[src/rtl/alu_op_sequencer.sv]
// ALU register-transfer sequencer: Y load, execute, Z/LO/HI write-back with one-hot ALU strobes.
// Optional build macro ILLEGAL_TRAP_EN: illegal opcodes park in a sticky TRAP state until clear.
module alu_op_sequencer #(
  parameter int unsigned MULDIV_EXEC_CYCLES = 1
) (
  input  logic        clock,
  input  logic        clear,
  input  logic        start,
  input  logic [4:0]  opcode,
  output logic        busy,
  output logic        done,
  output logic        illegal,
  output logic [13:0] alu_op,
  output logic        ra_out,
  output logic        rb_out,
  output logic        y_in,
  output logic        z_in,
  output logic        zlow_out,
  output logic        zhigh_out,
  output logic        rz_in,
  output logic        lo_in,
  output logic        hi_in
);

  localparam logic [4:0] OP_ADD  = 5'b00011;
  localparam logic [4:0] OP_SUB  = 5'b00100;
  localparam logic [4:0] OP_SHR  = 5'b00101;
  localparam logic [4:0] OP_SHRA = 5'b00110;
  localparam logic [4:0] OP_SHL  = 5'b00111;
  localparam logic [4:0] OP_ROR  = 5'b01000;
  localparam logic [4:0] OP_ROL  = 5'b01001;
  localparam logic [4:0] OP_AND  = 5'b01010;
  localparam logic [4:0] OP_OR   = 5'b01011;
  localparam logic [4:0] OP_MUL  = 5'b01111;
  localparam logic [4:0] OP_DIV  = 5'b10000;
  localparam logic [4:0] OP_NEG  = 5'b10001;
  localparam logic [4:0] OP_NOT  = 5'b10010;

  // Strobe bit positions, MSB first: {ADD,SUB,MUL,DIV,AND,OR,SHR,SHRA,SHL,ROR,ROL,NEG,NOT,IncPC}
  localparam int B_ADD  = 13;
  localparam int B_SUB  = 12;
  localparam int B_MUL  = 11;
  localparam int B_DIV  = 10;
  localparam int B_AND  = 9;
  localparam int B_OR   = 8;
  localparam int B_SHR  = 7;
  localparam int B_SHRA = 6;
  localparam int B_SHL  = 5;
  localparam int B_ROR  = 4;
  localparam int B_ROL  = 3;
  localparam int B_NEG  = 2;
  localparam int B_NOT  = 1;

  // Out-of-range settings are clamped to the 1..15 range the 4-bit counter can hold.
  localparam int unsigned MD_CYC = (MULDIV_EXEC_CYCLES < 1)  ? 1 :
                                   (MULDIV_EXEC_CYCLES > 15) ? 15 : MULDIV_EXEC_CYCLES;
  localparam logic [3:0] EXEC_RELOAD = 4'(MD_CYC - 1);

  typedef enum logic [2:0] {
    S_IDLE,
    S_LOAD_Y,
    S_EXEC,
    S_WB_LO,
    S_WB_HI,
    S_DONE,
    S_TRAP
  } state_t;

  state_t     state;
  logic [4:0] op_q;
  logic [3:0] exec_cnt;

  function automatic logic is_binary(input logic [4:0] op);
    case (op)
      OP_ADD, OP_SUB, OP_SHR, OP_SHRA, OP_SHL, OP_ROR,
      OP_ROL, OP_AND, OP_OR, OP_MUL, OP_DIV: return 1'b1;
      default:                               return 1'b0;
    endcase
  endfunction

  function automatic logic is_unary(input logic [4:0] op);
    return (op == OP_NEG) || (op == OP_NOT);
  endfunction

  function automatic logic is_muldiv(input logic [4:0] op);
    return (op == OP_MUL) || (op == OP_DIV);
  endfunction

  function automatic logic [13:0] strobe_of(input logic [4:0] op);
    logic [13:0] s;
    s = '0;
    case (op)
      OP_ADD:  s[B_ADD]  = 1'b1;
      OP_SUB:  s[B_SUB]  = 1'b1;
      OP_MUL:  s[B_MUL]  = 1'b1;
      OP_DIV:  s[B_DIV]  = 1'b1;
      OP_AND:  s[B_AND]  = 1'b1;
      OP_OR:   s[B_OR]   = 1'b1;
      OP_SHR:  s[B_SHR]  = 1'b1;
      OP_SHRA: s[B_SHRA] = 1'b1;
      OP_SHL:  s[B_SHL]  = 1'b1;
      OP_ROR:  s[B_ROR]  = 1'b1;
      OP_ROL:  s[B_ROL]  = 1'b1;
      OP_NEG:  s[B_NEG]  = 1'b1;
      OP_NOT:  s[B_NOT]  = 1'b1;
      default: s = '0;
    endcase
    return s;
  endfunction

  always_ff @(posedge clock) begin
    if (clear) begin
      state    <= S_IDLE;
      op_q     <= '0;
      exec_cnt <= '0;
    end else begin
      case (state)
        S_IDLE: begin
          if (start) begin
            op_q <= opcode;
            if (is_binary(opcode)) begin
              state <= S_LOAD_Y;
            end else if (is_unary(opcode)) begin
              state    <= S_EXEC;
              exec_cnt <= '0;
            end else begin
`ifdef ILLEGAL_TRAP_EN
              state <= S_TRAP;
`else
              state <= S_DONE;
`endif
            end
          end
        end
        S_LOAD_Y: begin
          state    <= S_EXEC;
          exec_cnt <= is_muldiv(op_q) ? EXEC_RELOAD : 4'd0;
        end
        // EXEC holds until the down-counter reaches zero; single-cycle ops enter with zero.
        S_EXEC: begin
          if (exec_cnt == 4'd0) begin
            state <= S_WB_LO;
          end else begin
            exec_cnt <= exec_cnt - 4'd1;
          end
        end
        S_WB_LO: state <= is_muldiv(op_q) ? S_WB_HI : S_DONE;
        S_WB_HI: state <= S_DONE;
        S_DONE:  state <= S_IDLE;
`ifdef ILLEGAL_TRAP_EN
        S_TRAP:  state <= S_TRAP;
`else
        S_TRAP:  state <= S_IDLE;
`endif
        default: state <= S_IDLE;
      endcase
    end
  end

  // Moore decode: every output depends only on the registered state and op_q.
  always_comb begin
    busy      = 1'b0;
    done      = 1'b0;
    illegal   = 1'b0;
    alu_op    = '0;
    ra_out    = 1'b0;
    rb_out    = 1'b0;
    y_in      = 1'b0;
    z_in      = 1'b0;
    zlow_out  = 1'b0;
    zhigh_out = 1'b0;
    rz_in     = 1'b0;
    lo_in     = 1'b0;
    hi_in     = 1'b0;
    case (state)
      S_IDLE: ;
      S_LOAD_Y: begin
        busy   = 1'b1;
        ra_out = 1'b1;
        y_in   = 1'b1;
      end
      S_EXEC: begin
        busy   = 1'b1;
        rb_out = 1'b1;
        z_in   = 1'b1;
        alu_op = strobe_of(op_q);
      end
      S_WB_LO: begin
        busy     = 1'b1;
        zlow_out = 1'b1;
        lo_in    = is_muldiv(op_q);
        rz_in    = ~is_muldiv(op_q);
      end
      S_WB_HI: begin
        busy      = 1'b1;
        zhigh_out = 1'b1;
        hi_in     = 1'b1;
      end
      S_DONE: begin
        busy = 1'b1;
        done = 1'b1;
`ifndef ILLEGAL_TRAP_EN
        // An illegal opcode reaches DONE straight from IDLE; flag it for this one cycle.
        illegal = ~(is_binary(op_q) | is_unary(op_q));
`endif
      end
      S_TRAP: begin
`ifdef ILLEGAL_TRAP_EN
        busy    = 1'b1;
        illegal = 1'b1;
`endif
      end
      default: ;
    endcase
  end

endmodule
[config.mk]
export PLATFORM = sky130hd
export DESIGN_NAME = alu_op_sequencer
export DESIGN_NICKNAME = d
export VERILOG_FILES = /design/src/rtl/alu_op_sequencer.sv
export SDC_FILE = /design/constraint.sdc
export NUM_CORES = 1
export LEC_CHECK = 0
export ABC_AREA = 1
export CAP_MARGIN = 20
export CORE_MARGIN = 3
export CORE_UTILIZATION = 41
export CTS_CLUSTER_SIZE = 25
export DETAILED_ROUTE_END_ITERATION = 7
export PLACE_DENSITY = 0.8
export SYNTH_ARGS = -nofsm -noshare
export SYNTH_HDL_FRONTEND = slang
export SYNTH_SLANG_ARGS = --single-unit
[constraint.sdc]
create_clock -name clock -period 1.1 [get_ports clock]
set_input_delay 0.22 -clock clock [delete_from_list [all_inputs] [get_ports clock]]
set_output_delay 0.22 -clock clock [all_outputs]
set_load 0.05 [all_outputs]
==> out/results.ini, run 1 <==
[die]
rows = 17
num_io_pins = 34
start_util = 0.4551
die_y_um = 56.96
dieWidth_um = 56.96

[placement]
hpwlAfterDp_um = 3813
dp.cells = 278
place_ws_ns = -0.5243
gp_congestion = 0.9290
io_buffers = 32

[synthesis]
synthXorXnorAreaFrac = 0.008226
synth_compound_area_frac = 0.07286
ys_top_cells_by_area = dfxtp_1, nand2_1, nor2_1
seq_area_frac_synth = 0.2444
synthAdderAreaFrac = 0.01175
syn_area_um2 = 1065
ys_ff_latch = 13
synthSimpleGateAreaFrac = 0.4818
synth_top_cell_by_area = dfxtp_1
synth.avg_cell_area_um2 = 5.850
yosys_warnings = 0
yosys.cell_types.count = 26
synth_top_family_by_area = simple AND/OR/NAND/NOR gates
syn_inst = 182
synthMuxAreaShare = 0
synth_fp_nets = 191
synth_top_cell_area_share = 0.2444

[cts]
numCtsBuffers = 3
cts-root-buf = clkbuf_4
hold_buffers = 0
clockBufferDepth = 2
post_cts_resized = 76
numClockSinks = 13
post-cts-setup-buffer-count = 17
cts.htree.levels = 1

[run_status]
error_line = [ERROR DPL-0038] Utilization greater than 100%, impossible to legalize
lastStage = 4_1_cts
status = aborted with a tool error

[logic make-up after synthesis]
family,Yosys count
AND/OR/NAND/NOR,108
buffers and inverters,44
AO/OA/AOI/OAI,14
flip-flops,13
XOR/XNOR,1
adder cells (fa/ha/maj),1
other,1
[synthesized netlist by cell type]
master / count
nor2_2: 3
nand3_4: 1
dfxtp_1: 13
o21a_2: 1
or2_2: 1
nor3_1: 3
o21bai_1: 1
buf_2: 1
conb_1: 1
o21ai_0: 3
a21oi_1: 6
nor3_4: 1
nand2_1: 36
o21ai_1: 2
inv_2: 8
nand2_2: 3
inv_1: 29
buf_4: 6
nor2_1: 32
ha_1: 1
nand3_1: 16
nor2_4: 2
nand4_1: 9
a31oi_1: 1
nor4_1: 1
xor2_1: 1
[through the flow]
| step | instance area (um2) | hold slack [ns] |
|---|---|---|
| 2_1_floorplan | 1260 | 0.2794 |
| 3_3_place_gp | 2131 | 0.4720 |
| 3_5_place_dp | 2131 | 0.5246 |
==> run 2, diff against run 1 <==
--- a/config.mk
+++ b/config.mk
@@ -7,11 +7,10 @@
 export LEC_CHECK = 0
 export ABC_AREA = 1
 export CAP_MARGIN = 20
-export CORE_MARGIN = 3
-export CORE_UTILIZATION = 41
-export CTS_CLUSTER_SIZE = 25
+export CORE_AREA = 3 3 64 66
 export DETAILED_ROUTE_END_ITERATION = 7
-export PLACE_DENSITY = 0.8
+export DIE_AREA = 0 0 67 69
+export PLACE_DENSITY_LB_ADDON = 0.15
 export SYNTH_ARGS = -nofsm -noshare
 export SYNTH_HDL_FRONTEND = slang
 export SYNTH_SLANG_ARGS = --single-unit
==> constraint.sdc (replaced) <==
create_clock -name clock -period 1.4 [get_ports clock]
set_input_delay 0.28 -clock clock [delete_from_list [all_inputs] [get_ports clock]]
set_output_delay 0.28 -clock clock [all_outputs]
set_load 0.05 [all_outputs]
==> run 2 against run 1 <==
The flow now finishes, with violations (setup timing). Synthesized area unchanged. Synthesized cell count unchanged.
==> out/results.ini, run 2 <==
[synthesis]
synthXorXnorAreaFrac = 0.008226  ; unchanged
synth_compound_area_frac = 0.07286  ; unchanged
synth_fp_nets = 191  ; unchanged
ys.flop_type = dfxtp_1
ys_ff_latch = 13  ; unchanged
yosysMostFrequentCell = nand2_1
syn_inst = 182  ; unchanged
yosys_warnings = 0  ; unchanged
synthMuxAreaShare = 0  ; unchanged
synth_top_cell_area_share = 0.2444  ; unchanged
synth_top_family_by_area = simple AND/OR/NAND/NOR gates
synthArstFlopShare = 0  ; unchanged
yosys.cell_types.count = 26  ; unchanged
synth.avg_cell_area_um2 = 5.850  ; unchanged
synthSimpleGateAreaFrac = 0.4818  ; unchanged
synth_top_cell_by_area = dfxtp_1
syn_area_um2 = 1065  ; unchanged
ys_top_cells_by_area = dfxtp_1, nand2_1, nor2_1
synthAdderAreaFrac = 0.01175  ; unchanged
synth_edf_count = 0  ; unchanged
seq_area_frac_synth = 0.2444  ; unchanged
synthTopCellsByCount = nand2_1, nor2_1, inv_1, nand3_1, dfxtp_1

[power_and_ir_drop]
leakage_nw = 1.044
vdd_ir_drop_max_mv = 1.867
p_seq_frac = 0.159
p_clk_frac = 0.073
switching_power_mw = 2.430
p_int_mw = 2.316
fin_total_pwr_mw = 4.747
power_density_nw_per_um2 = 2003
switching_share = 0.5120
comb_power_share = 0.768

[die]
die_y_um = 69  ; +21%
num_io_pins = 34  ; unchanged
start_util = 0.2930  ; -0.1620
core_area_um2 = 3633
rows = 22  ; +5
dieArea_um2 = 4623
dieWidth_um = 67  ; +18%

[sta]
setup_slack_ns = -0.2446
rsz0062_at_grt = yes
fmax_mhz = 608.0
whs_ns = 0.5019
clock_skew_ns = 0.006973
slew_viol_final = 0
min_period_ns = 1.645
period_share = 1.175
hold_viol_final = 0
setup-violations-final = 29

[cts]
hold_buffers = 0  ; unchanged
cts-root-buf = clkbuf_8
numClockSinks = 13  ; unchanged
cts.htree.levels = 1  ; unchanged
numCtsBuffers = 3  ; unchanged
cts_tree = built
clk_pin_slew_ns = 0.06
clockBufferDepth = 2  ; unchanged
insertion_delay_ns = 0.25

[routing]
via_count = 1476
wl_per_cell_um = 12.96
ant_nets = 0
wirelength_um = 3915
dr.pass1.iters = 4
vias_per_cell = 4.887
drt_iter0_drc = 66
drc = 0

[worst_setup_path]
endpoint_kind = primary output
r2r_start = state[0]$_SDFFE_PP0P_
cpLargestDelayFamily = buffers and inverters
slowest_delay_ns = 0.34
cp.arrival_ns = 1.36
critPathLaunch = state[2]$_SDFFE_PP0P_
worst_ep_required_time_ns = 1.12
start_kind = register
path_cells = inv_4 -> nand3_4 -> clkinvlp_4 -> nand4_1 -> buf_6 -> nor2_4 -> buf_12
slowest_stage = dfxtp_2
cp_max_fo = 4
critPathBufInv = 4
critPathKind = register to primary output

[run_status]
violations = setup timing
status = finished with violations

[hold_path]
hp-start = exec_cnt[1]$_SDFFE_PP0P_
hold_path.class = register to register

[cells_and_area]
largest_register_ffs = 5
regArea_um2 = 284.0
fillers = 310
area_growth_pct = 122.6
top_register = op_q
multi_input_area_um2 = 899.6
drive_above_1_share = 0.5787
final_common_cell = buf_4
reg_top3 = op_q: 5 flops, exec_cnt: 4 flops, state: 3 flops
antenna_cells = 0
nets = 264
final_cell_mix = buf_4, nand2_1, buf_12

[global_routing]
grt_use_total = 0.1698
grt_pass1_vias = 1397
grt_pass1_wl_um = 6147
grt_max_degree = 11
overflow = 0
antenna_found_initial = 0

[placement]
hpwlAfterDp_um = 2932  ; -23%
io_buffers = 32  ; unchanged
gp_congestion = 0.8941  ; -3.8%

[run]
maxCapViolations = 0

-- run 2: cell counts after synthesis --
Identical to the previous run, type by type.
-- run 2: tightest hold or removal path, stage by stage, from the launching register on --
cell and delay, ns:
dfxtp_2 0.33, nor2_1 0.05, nor2_1 0.09
-- run 2: final cells by class --
type                            instances  share of cell area
Sequential cell                        13              0.1199
Timing Repair Buffer                   75              0.3907
Clock buffer                            4             0.01901
Tap cell                               48             0.02534
Inverter                               37             0.06547
Multi-Input combinational cell        125              0.3796
-- run 2: metal layers --
metal	global-route usage	wire length (um)	up-vias
met5	0	0	-
met4	0.08559	132	0
met3	0.03583	240	13
met2	0.3122	2127	72
met1	0.1724	1415	683
li1	-	-	708
-- run 2: cell families after synthesis --
logic type	Yosys count
DFF	13
and+or+nand+nor	108
other	1
AOI/OAI and AO/OA	14
adders and majority gates	1
xor gates and xnor gates	1
buffers and inverters	44
-- run 2: final timing paths --
| path | to | slack, ns | cells after the start |
|---|---|---|---|
| worst max-delay path | alu_op[5] | -0.24 | 7 |
| worst min register to register | exec_cnt[1]$_SDFFE_PP0P_ | 0.50 | 2 |
| worst max register to register | register | -0.16 | 10 |
| worst min-delay path | exec_cnt[1]$_SDFFE_PP0P_ | 0.50 | 2 |
-- run 2: metrics by stage --
stage	utilization	std cells	TNS, ns	setup WS (ns)	cell area, um2
global placement	0.5740	291	-1.633	-0.2000	2086
floorplan	-	182	-4.307	-0.4110	1239
detailed placement	0.5740	291	-2.146	-0.2772	2086
CTS	0.6191	299	-4.466	-0.2353	2250
finish	0.6522	302	-4.945	-0.2446	2370
global route	0.6522	302	-7.041	-0.3267	2370
-- run 2: power groups by stage --
stage,clock (mW),sequential (mW),combinational (mW)
after floorplan,0,0.680,1.96
after global placement,0,0.682,3.04
after detailed placement,0,0.691,3.12
after CTS,0.340,0.703,3.38
after global routing,0.373,0.775,3.89
final,0.347,0.756,3.64
-- run 2: timing repair --
action	in CTS	in global routing
setup buffers	5	3
resized for setup	27	32
setup endpoints to repair	28	33
endpoints found under the hold margin	0	0
pin swaps	5	8
Note: power is estimated with default switching activity, not from simulation.
